==> src/rtl/lock_monitor.sv <==
// Lock-state detector: registered window compare feeding a debounced lock FSM,
// plus a saturating lock-loss counter and sticky flag for the register bank.
module lock_monitor #(
  parameter int R = 14
) (
  input  logic                clk,
  input  logic                rst,
  input  logic                enable,
  input  logic signed [R-1:0] signal_in,
  input  logic signed [R-1:0] lock_min,
  input  logic signed [R-1:0] lock_max,
  input  logic [31:0]         hold_time,
  input  logic [31:0]         relock_time,
  input  logic                clear,
  output logic                out_of_lock,
  output logic                lock_lost,
  output logic                in_window,
  output logic [2:0]          state,
  output logic [15:0]         unlock_count,
  output logic                unlock_latched
);

  typedef enum logic [2:0] {
    ST_DISABLED = 3'd0,
    ST_LOCKED   = 3'd1,
    ST_SUSPECT  = 3'd2,
    ST_UNLOCKED = 3'd3,
    ST_RECOVER  = 3'd4
  } state_t;

  state_t      state_r, state_s;
  logic [31:0] cnt_r, cnt_s;
  logic        in_window_r;
  logic        lock_lost_r, lock_lost_s;
  logic [15:0] unlock_count_r;
  logic        unlock_latched_r;
  logic [32:0] cnt_inc_s, hold_lim_s, relock_lim_s;

  // One extra bit keeps cnt+1 from wrapping when a limit is 32'hFFFFFFFF.
  assign cnt_inc_s    = {1'b0, cnt_r} + 33'd1;
  assign hold_lim_s   = (hold_time == 32'd0)   ? 33'd1 : {1'b0, hold_time};
  assign relock_lim_s = (relock_time == 32'd0) ? 33'd1 : {1'b0, relock_time};

  // Window compare stage: inclusive signed limits; an inverted window never matches.
  always_ff @(posedge clk) begin
    if (rst) begin
      in_window_r <= 1'b0;
    end else begin
      in_window_r <= (signal_in >= lock_min) && (signal_in <= lock_max);
    end
  end

  // Next-state logic for the debounce FSM.
  always_comb begin
    state_s     = state_r;
    cnt_s       = cnt_r;
    lock_lost_s = 1'b0;
    if (!enable) begin
      state_s = ST_DISABLED;
      cnt_s   = 32'd0;
    end else begin
      case (state_r)
        ST_DISABLED: begin
          state_s = ST_LOCKED;
          cnt_s   = 32'd0;
        end
        ST_LOCKED, ST_SUSPECT: begin
          if (in_window_r) begin
            state_s = ST_LOCKED;
            cnt_s   = 32'd0;
          end else if (cnt_inc_s >= hold_lim_s) begin
            state_s     = ST_UNLOCKED;
            cnt_s       = 32'd0;
            lock_lost_s = 1'b1;
          end else begin
            state_s = ST_SUSPECT;
            cnt_s   = cnt_inc_s[31:0];
          end
        end
        ST_UNLOCKED, ST_RECOVER: begin
          if (!in_window_r) begin
            state_s = ST_UNLOCKED;
            cnt_s   = 32'd0;
          end else if (cnt_inc_s >= relock_lim_s) begin
            state_s = ST_LOCKED;
            cnt_s   = 32'd0;
          end else begin
            state_s = ST_RECOVER;
            cnt_s   = cnt_inc_s[31:0];
          end
        end
        default: begin
          state_s = ST_DISABLED;
          cnt_s   = 32'd0;
        end
      endcase
    end
  end

  // FSM state, counter and lock-loss pulse registers.
  always_ff @(posedge clk) begin
    if (rst) begin
      state_r     <= ST_DISABLED;
      cnt_r       <= 32'd0;
      lock_lost_r <= 1'b0;
    end else begin
      state_r     <= state_s;
      cnt_r       <= cnt_s;
      lock_lost_r <= lock_lost_s;
    end
  end

  // Event statistics: a lock-loss on the same edge as clear takes priority.
  always_ff @(posedge clk) begin
    if (rst) begin
      unlock_count_r   <= 16'd0;
      unlock_latched_r <= 1'b0;
    end else if (lock_lost_s) begin
      if (clear) begin
        unlock_count_r <= 16'd1;
      end else if (unlock_count_r == 16'hFFFF) begin
        unlock_count_r <= 16'hFFFF;
      end else begin
        unlock_count_r <= unlock_count_r + 16'd1;
      end
      unlock_latched_r <= 1'b1;
    end else if (clear) begin
      unlock_count_r   <= 16'd0;
      unlock_latched_r <= 1'b0;
    end
  end

  assign out_of_lock    = (state_r == ST_UNLOCKED) || (state_r == ST_RECOVER);
  assign lock_lost      = lock_lost_r;
  assign in_window      = in_window_r;
  assign state          = state_r;
  assign unlock_count   = unlock_count_r;
  assign unlock_latched = unlock_latched_r;

endmodule

==> config.mk <==
export PLATFORM = sky130hd
export DESIGN_NAME = lock_monitor
export DESIGN_NICKNAME = d
export VERILOG_FILES = /design/src/rtl/lock_monitor.sv
export SDC_FILE = /design/constraint.sdc
export NUM_CORES = 1
export LEC_CHECK = 0
export ABC_AREA = 1
export CORE_ASPECT_RATIO = 0.8
export CORE_MARGIN = 2
export CORE_UTILIZATION = 47
export CTS_CLUSTER_DIAMETER = 50
export CTS_CLUSTER_SIZE = 16
export DETAILED_ROUTE_END_ITERATION = 10
export GPL_ROUTABILITY_DRIVEN = 0
export PLACE_DENSITY = 0.79
export SYNTH_ARGS = -nofsm -noshare
export SYNTH_HDL_FRONTEND = slang
export SYNTH_SLANG_ARGS = --single-unit
==> constraint.sdc <==
create_clock -name clk -period 3.1 [get_ports clk]
set_input_delay 0.93 -clock clk [delete_from_list [all_inputs] [get_ports clk]]
set_output_delay 0.93 -clock clk [all_outputs]
set_load 0.01 [all_outputs]
-- Word level (Yosys, flattened, before mapping)
Index checks and enable logic that the tools add are counted.
Widths: inputs -> output; s select.
- bits in registers: 54
- logic and storage cells: 49
- input port bits: 110
- reduce and logical (&&, ||, !) cells: 9
- equal/unequal tests: 5
- bitwise operators: 1
- $add $sub $neg: 2
- multiplexer cells: 22
- order comparisons: 4
- operators by type and width (cell ; number):
    $mux 32 ; 6
    $ge 33x32->1 ; 2
    $logic_not 32->1 ; 2
    $mux 16 ; 4
    $pmux 32 s2 ; 1
    $add 32x1->33 const B ; 1
    $add 16x1->16 const B ; 1
    $eq 16x16->1 const B ; 1
    $ge 14x14->1 ; 1
    $le 14x14->1 ; 1
    $pmux 3 s3 ; 1
    $mux 1 ; 7
    $eq 3x2->1 const B ; 2
    $mux 3 ; 2
    $reduce_or 2->1 ; 3
    $eq 3x1->1 const B ; 1
    $eq 3x3->1 const B ; 1
    $logic_not 3->1 ; 1
    $mux 2 ; 1
    $reduce_bool 2->1 ; 1
    $logic_and 1x1->1 ; 1
    $logic_or 1x1->1 ; 1
    $not 1->1 ; 1

-- Depth between registers and ports, before layout
Gate-level depths: netlist of the first run.
- depth after elaboration: 8
- gate-level depth with buffers: 25

-- Worst setup path before layout of the first run
No wires, ideal clock.
- path kind: register -> register
- start: reg cnt_r[0]
- end: reg unlock_count_r[9], in the netlist unlock_count[9]
- data arrival time: 3064 ps
- data required time: 3030 ps
- setup slack: -34 ps
- cell stages (with the launch flop): 25
- cells stage by stage: dfxtp_1 > ha_1 > nand2_2 > nor2_4 > nand3_4 > nor2_8 > nand2_4 > nor2_4 > nand2_2 > nor2_2 > nand4_1 > and2_1 > ha_1 > nand2_1 > nand2_1 > nand2_1 > nand2_1 > a21oi_1 > nand3_2 > nor2_4 > nand2_8 > nand2_4 > buf_6 > nand2_1 > a21oi_1
- word-level cells in the longest chain between the ends: 7
- elaborated cells on any way between the ends: 8
- those cells by class: 1 x add/sub; 1 x order compare; 5 x mux; 1 x reduce/logical
- ends and longest elaborated chain (what ; line ; text):
    start, declared ; 32 ; logic [31:0] cnt_r, cnt_s;
    start signal, assigned ; 108 ; cnt_r <= cnt_s;
    $add 32x1->33 (*) ; 40 ; assign cnt_inc_s = {1'b0, cnt_r} + 33'd1;
    $ge 33x32->1 (*) ; 71 ; end else if (cnt_inc_s >= hold_lim_s) begin
    $mux 1 (*) ; 71 ;
    $mux 1 (*) ; 68 ; if (in_window_r) begin
    $mux 1 (*) ; 62 ; case (state_r)
    $mux 1 (*) ; 58 ; if (!enable) begin
    $mux 16 or $reduce_bool 2->1 (tied branches) ; -- ;
    end signal, assigned ; 124 ; unlock_count_r <= unlock_count_r + 16'd1;
    end, declared ; 35 ; logic [15:0] unlock_count_r;
Mark *: on every way between the ends. The rest lies on a longest branch, timed or not.
A chain may end at the register's enable or synchronous reset.

-- Worst setup path after layout of the first run
- start: reg cnt_r[7]
- end: reg unlock_count_r[12], in the netlist unlock_count[12]
The elaborated chain is that of the path after synthesis.

==> results of run 1 <==
synth_stat cells (12+ instances only):
cell type  count  area [um^2]
a21oi_1       88          440
nand3_1       28          140
o211ai_1      12         90.1
inv_1        158          593
dfxtp_1       54         1080
xnor2_1       14          123
nand2_1      198          743
nor2_1        73          274
xor2_1        23          201
ha_1          94         1180
nor3_1        21          105
nor4_1        14         87.6
nand4_1       22          138
state kept, by name (all words and copies together) (netlist names):
register        count
cnt_r              32
unlock_count       16
state               3
in_window           1
lock_lost           1
unlock_latched      1
final timing paths:
path                                      from  depth (start not counted)  slack [ns]               end
worst max-delay path                  cnt_r[7]                         21       -0.25  unlock_count[12]
worst min-delay path            unlock_latched                          2        0.50    unlock_latched
worst max register to register        cnt_r[7]                         21       -0.25  unlock_count[12]
worst min register to register  unlock_latched                          2        0.50    unlock_latched
power by group through the flow:
stage               combinational (mW)  clock, mW  sequential, mW
floorplan                        0.172          0           0.716
global route                     0.527      0.639           0.699
CTS                              0.431      0.604           0.699
global placement                 0.409          0           0.716
finish                           0.481      0.613           0.698
detailed placement               0.419          0           0.716
final cells by class:
cell class,instances,area share
timing repair buffer,237,0.255
multi-input combinational,645,0.515
tap,152,0.0214
clock buffer,6,0.0156
sequential,54,0.123
inverter,161,0.0678
clock inverter,2,0.00197
worst max-delay path, stage by stage, from the launching register on:
cell,delay (ns)
dfxtp_1,0.40
inv_1,0.12
nor3_1,0.31
nand2_1,0.12
nor3_1,0.35
xnor2_1,0.18
inv_1,0.09
buf_4,0.14
ha_1,0.27
nand2_1,0.04
nor2_1,0.12
nand2_1,0.12
nor2_1,0.13
nand2_1,0.07
nand3_2,0.09
nor2_4,0.05
buf_12,0.12
nand2_8,0.09
buf_6,0.13
nand2_4,0.08
nand3_1,0.13
a21oi_1,0.07
what timing repair did:
item                                   4_1_cts  5_1_grt
setup endpoints to repair                   51       52
buffers inserted                             5        2
pin swaps                                   16       40
gates cloned                                 2        7
gates resized for setup                     48      110
endpoints found under the hold margin        0        0
per-stage QoR:
stage / cell area [um^2] / setup TNS, ns
global placement: 7900 / -17.08
detailed placement: 7900 / -22.78
floorplan: 5750 / 0
CTS: 8270 / -0.811
finish: 8910 / -10.01
global route: 8910 / -19.08
cells by family after synthesis:
family	after synthesis
buffers and inverters	175
AO/OA/AOI/OAI	128
XOR/XNOR	38
AND/OR/NAND/NOR	382
adder cells (fa/ha/maj)	94
flip-flops	54
metal layers:
layer / wire (um) / part of all wire / vias to the layer above
met5: 0 / 0 / -
met3: 1900 / 0.093 / 63
li1: - / - / 3300
met4: 624 / 0.031 / 0
met2: 9140 / 0.45 / 359
met1: 8680 / 0.43 / 3089
==> impl_results.md, run 1 <==
* Sink Count at 54
* Final ANT Viol Nets at 0
* Multi-input combinational cell area at 4590 um^2
* Final hold viol count at 0
* Clock tree buffer depth at 2
* Final Setup Violations at 51
* Pre-CTS setup slack at -0.484 ns
* Tot GR Track Use at 0.264
* Internal cell power at 1.28 mW
* EDFF count, synth at 0
* Clock Skew at 0.00704 ns
* Reg area at 1100 um^2
* Largest net degree at the start of global routing at 33
* Lkg Pwr at 4.29 nW
* Clock group share of total power at 0.342
* Initial antenna violation count at 0
* First-pass GRT wire length at 28000 um
* Largest family of logic cells by synthesized area: simple AND/OR/NAND/NOR gates
* DRT Wirelength at 20300 um
* Top FF cell, synth: dfxtp_1
* Worst-Skew Late Latency at 0.30 ns
* Switch share at 0.287
* Fmax at 299 MHz
* Worst path arrival time at 3.54 ns
* Fin. max-slew vios at 0
* Buffers added on ports at 132
* Worst slew pin tran at 1.04 ns
* Slew margin rel. at 0.304
* Tightest Hold Check Type: flip-flop to flip-flop
* Synth Area in Simple Gates at 0.304
* PwrDens at 201 nW/um^2
* Syn nets at 1075
* Fill cells at 863
* Outcome: complete, but fails checks
* DRT iter0 DRCs at 466
* Mux cell area share after synthesis at 0
* CP endpoint kind: flip-flop
* Part of the power in registers at 0.390
* WHS at 0.498 ns
* Final period utilization at 1.08
* Cell variety after synth at 41
* Period minus WS final at 3.35 ns
* Vias at 6811
* Worst endpoint required time at 3.29 ns
* Met2 usage at 0.424
* Via/cell ratio at 5.42
* RSZ-0062 raised after global routing: true
* # DRC at 0
* Cts bufs inserted at 5
* Yosys reg bits at 54
* Global routing usage on met3 at 0.0317
* GR peak layer: met2
* Overall Power at 1.79 mW
* Setup WS post-layout at -0.245 ns
* CTS tree: yes
* H-tree Lvls at 2
* Avg WL per Cell at 16.2 um
* Initial Util at 0.476
* Final core occ at 0.738
* Compound-Gate Fraction of Synth Area at 0.125
* Synthesized area at 5740 um^2
* Antenna diode instance count at 0
* GR Util met1 at 0.380
* Syn Area/Cell at 6.60 um^2
* Commonest non-fill, non-tap cell in the layout: nand2_1
* I/O pin total at 133
* Post-synthesis sequential area ratio at 0.188
* Async SR Flop Fraction at 0
* Synth Area in XOR/XNOR at 0.0592
* Crit-path max FO at 5
* Max cap viols at 0
* Startpoint class of the critical path: flip-flop
* DRT Pass-1 Iters at 6
* Area delta synth->final at 55.1%
* Root Buffer: clkbuf_16
* Fin nets at 1308
* Post-Synth Adder-Cell Area at 0.205
* Synth Warn # at 0
* Die area at 13100 um^2
* Post-DP HPWL at 13700 um
* Die height at 103 um
* Die span in x at 128 um
* Violated checks: setup timing
* Maximum VDD drop at 243 uV
* Total gr overflow at 0
* Hold Buf Count CTS at 0
* WS Path Type: flip-flop to flip-flop
* Switching Power at 0.514 mW
* Cells after synthesis at 871
* Clock slew at reported path FFs at 0.08 ns
* Most frequent cells in the layout: nand2_1, inv_1, clkdlybuf4s50_1, ha_1, buf_4
* CORE AREA at 12100 um^2
* Final Non-Filler Cells at 1257
* Site row count at 36
* Vias in the first global route at 5822
* Placed insts at 1233
* Layout cells sized above 1 at 0.233
* Comb pwr share at 0.268
No activity file was read; power rests on OpenSTA's default activity.
==> run 2, diff against run 1 <==
--- a/config.mk
+++ b/config.mk
@@ -5,10 +5,10 @@
 export SDC_FILE = /design/constraint.sdc
 export NUM_CORES = 1
 export LEC_CHECK = 0
-export ABC_AREA = 1
+export ABC_AREA = 0
 export CORE_ASPECT_RATIO = 0.8
 export CORE_MARGIN = 2
-export CORE_UTILIZATION = 47
+export CORE_UTILIZATION = 46
 export CTS_CLUSTER_DIAMETER = 50
 export CTS_CLUSTER_SIZE = 16
 export DETAILED_ROUTE_END_ITERATION = 10
==> run 2 against run 1 <==
  * The flow still finishes with violations (setup timing)
  * Clock skew is 0.0030 ns higher
  * Cell area is 3.2% higher
  * Total power is 6.2% higher
  * Sequential share of layout area is 0.32 points lower
  * Via count is 0.85% higher
  * Highest routed layer unchanged
==> impl_results.md, run 2 <==
* Outcome: complete, but fails checks
* Violated checks: setup timing
* Syn nets at 864
* Root Buffer: clkbuf_16
* Final period utilization at 1.25
* CTS tree: yes
* DRT Pass-1 Iters at 5
* Final Non-Filler Cells at 1122
* Vias at 6869
* First-pass GRT wire length at 32200 um
* Max cap viols at 0
* Initial antenna violation count at 0
* Commonest non-fill, non-tap cell in the layout: buf_4
* Buffers added on ports at 132
* H-tree Lvls at 2
* Max reg flops at 32
* Final core occ at 0.841
* Met3 WL at 2160 um
* Critical path's most frequent cell: buf_4
* Largest family of logic cells by synthesized area: simple AND/OR/NAND/NOR gates
* Async SR Flop Fraction at 0
* Post-Synth Adder-Cell Area at 0.227
* Internal cell power at 1.30 mW
* Tightest Hold Check Type: flip-flop to flip-flop
* Synth Warn # at 0
* Launching element of the worst setup path: cnt_r[22]
* RSZ-0062 raised after global routing: true
* Synth cell count leaders: inv_1, ha_1, a21oi_1
* Lkg Pwr at 4.36 nW
* Post-DP HPWL at 14400 um
* WS Path Type: flip-flop to flip-flop
* Crit-path cells: nand2_1 -> or4_4 -> nor2_4 -> nand3_2 -> xnor2_2 -> ha_1 -> buf_4 -> buf_4 -> a21oi_1 -> o21a_1 -> a2bb2oi_2 -> nor3b_4 -> buf_6 -> buf_12 -> a21oi_4 -> and2_4 -> a311oi_2
* Die height at 99.0 um
* Most flops, register: cnt_r
* Via/cell ratio at 6.12
* Fin nets at 1181
* Yosys reg bits at 54
* Layout cells sized above 1 at 0.362
* Clock Skew at 0.0101 ns
* Cell variety after synth at 62
* DRT Wirelength at 23700 um
* Final ANT Viol Nets at 0
* Compound-Gate Fraction of Synth Area at 0.186
* Period minus WS final at 3.88 ns
* Met2 wire len at 11200 um
* Clock tree buffer depth at 2
* Area delta synth->final at 77.2%
* Min-Delay Startpoint: unlock_latched
* Most frequent cells in the layout: buf_4, inv_1, clkdlybuf4s50_1, ha_1, nand2_1
* Top cell type's share of synthesized area at 0.227
* Post-synthesis sequential area ratio at 0.208
* Worst R2R Start: cnt_r[22]
* CORE AREA at 10900 um^2
* Switching Power at 0.606 mW
* Worst endpoint required time at 3.31 ns
* Crit-path max FO at 8
* Site row count at 34
* Most common cell in the netlist: inv_1
* Worst-Skew Late Latency at 0.31 ns
* DRT iter0 DRCs at 718
* R2r setup slk at -0.78 ns
* Startpoint class of the critical path: flip-flop
* Maximum VDD drop at 222 uV
* Total gr overflow at 0
* Setup WS post-layout at -0.776 ns
* Fmax at 258 MHz
* Synth Area in Simple Gates at 0.237
* Part of the power in registers at 0.373
* Buf/Inv on CP at 4
* Die span in x at 123 um
* Synth Area in XOR/XNOR at 0.0506
* Worst path arrival time at 4.09 ns
* PwrDens at 207 nW/um^2
* Switch share at 0.319
* Worst slew pin tran at 0.472 ns
* Largest cells by area after synthesis: ha_1, dfxtp_1, inv_1, a21oi_1, nand2_1
* Max incr delay on CP at 0.57 ns
* Top FF cell, synth: dfxtp_1
* Die area at 12200 um^2
* Placed insts at 1072
* Fin. max-slew vios at 0
* Syn Area/Cell at 7.86 um^2
* Initial Util at 0.475
* Final hold viol count at 0
* Antenna diode instance count at 0
* Clock slew at reported path FFs at 0.08 ns
* Avg WL per Cell at 21.1 um
* Mux cell area share after synthesis at 0.00217
* I/O pin total at 133
* # DRC at 0
* Area leader, netlist: ha_1
* Sink Count at 54
* Comb pwr share at 0.304
* Met1 Wirelength at 8770 um
* Vias in the first global route at 6702
* Uppermost layer routed: met4
* Slowest-stage cell, CP: or4_4
* Cells after synthesis at 660
* Largest net degree at the start of global routing at 24
* Fill cells at 543
* Synthesized area at 5190 um^2
* Slew margin rel. at 0.677
* Kind of cell adding the most delay to the critical path: simple AND/OR/NAND/NOR gates
* CP endpoint kind: flip-flop
* Final Setup Violations at 52
* Clock group share of total power at 0.323
* Tot GR Track Use at 0.333
* EDFF count, synth at 0
* Cts bufs inserted at 5
-- run 2: changes by cell type in the layout (fill, tap and decap cells not counted), moves of 13 or more --
cell / previous run / this run
a21oi_1: 49 / 27
buf_4: 88 / 170
clkdlybuf4s50_1: 118 / 95
dlygate4sd2_1: 14 / 35
inv_1: 157 / 96
nand2_1: 179 / 62
nand2_2: 19 / 1
nor2_1: 65 / 23
xor2_1: 19 / 6
-- run 2: stage by stage --
step                setup TNS, ns  worst slack, ns  total power [mW]  cell area (um^2)  hold WS, ns
floorplan                   -5.39           -0.181             0.928              5450        0.443
global placement           -49.25            -1.03              1.22              8040        0.488
detailed placement         -56.90            -1.21              1.24              8040        0.492
CTS                        -24.50           -0.537              1.83              8740        0.518
global route               -41.10           -0.918              1.96              9200        0.543
finish                     -37.42           -0.776              1.90              9200        0.520
-- run 2: metal layers --
metal,GRT usage,vias to the layer above
li1,-,3005
met1,0.378,3227
met2,0.606,493
met3,0.0683,144
met4,0.125,0
met5,0,-
-- run 2: cell type report --
class                           instances  area (um^2)  area share
Tap cell                              144          180      0.0196
Clock inverter                          3         28.8     0.00313
Inverter                               96          360      0.0392
Clock buffer                            5          125      0.0136
Multi-Input combinational cell        495         4490       0.489
Timing Repair Buffer                  325         2900       0.316
Sequential cell                        54         1100       0.120
-- run 2: logic make-up after synthesis --
group                    after synthesis
XOR/XNOR                              30
multiplexers                           1
buffers and inverters                112
adder cells (fa/ha/maj)               94
AND/OR/NAND/NOR                      226
AO/OA/AOI/OAI                        143
flip-flops                            54
-- run 2: worst paths after layout --
kind	endpoint	depth (start not counted)
min reg2reg	unlock_latched	2
max	unlock_count[2]	17
min	unlock_latched	2
max reg2reg	unlock_count[2]	17
-- run 2: power groups by stage --
stage | Combinational [mW] | Sequential (mW) | Clock, mW
global placement | 0.492 | 0.724 | 0
finish | 0.579 | 0.710 | 0.615
CTS | 0.521 | 0.708 | 0.602
detailed placement | 0.515 | 0.725 | 0
floorplan | 0.204 | 0.724 | 0
global route | 0.619 | 0.710 | 0.630
-- run 2: repair_timing --
item | 4_1_cts | 5_1_grt
gates cloned | 2 | 1
resized for setup | 100 | 62
hold buffers | 0 | 0
setup buffers | 26 | 15
setup endpoints to repair | 52 | 53
endpoints found under the hold margin | 0 | 0
pin swaps | 61 | 38
-- run 2: tightest hold or removal path: cells and delay by family (launching register included) --
kind,cells,cell delay (ns)
AND/OR/NAND/NOR,1,0.08
AO/OA/AOI/OAI,1,0.06
flip-flops,1,0.35
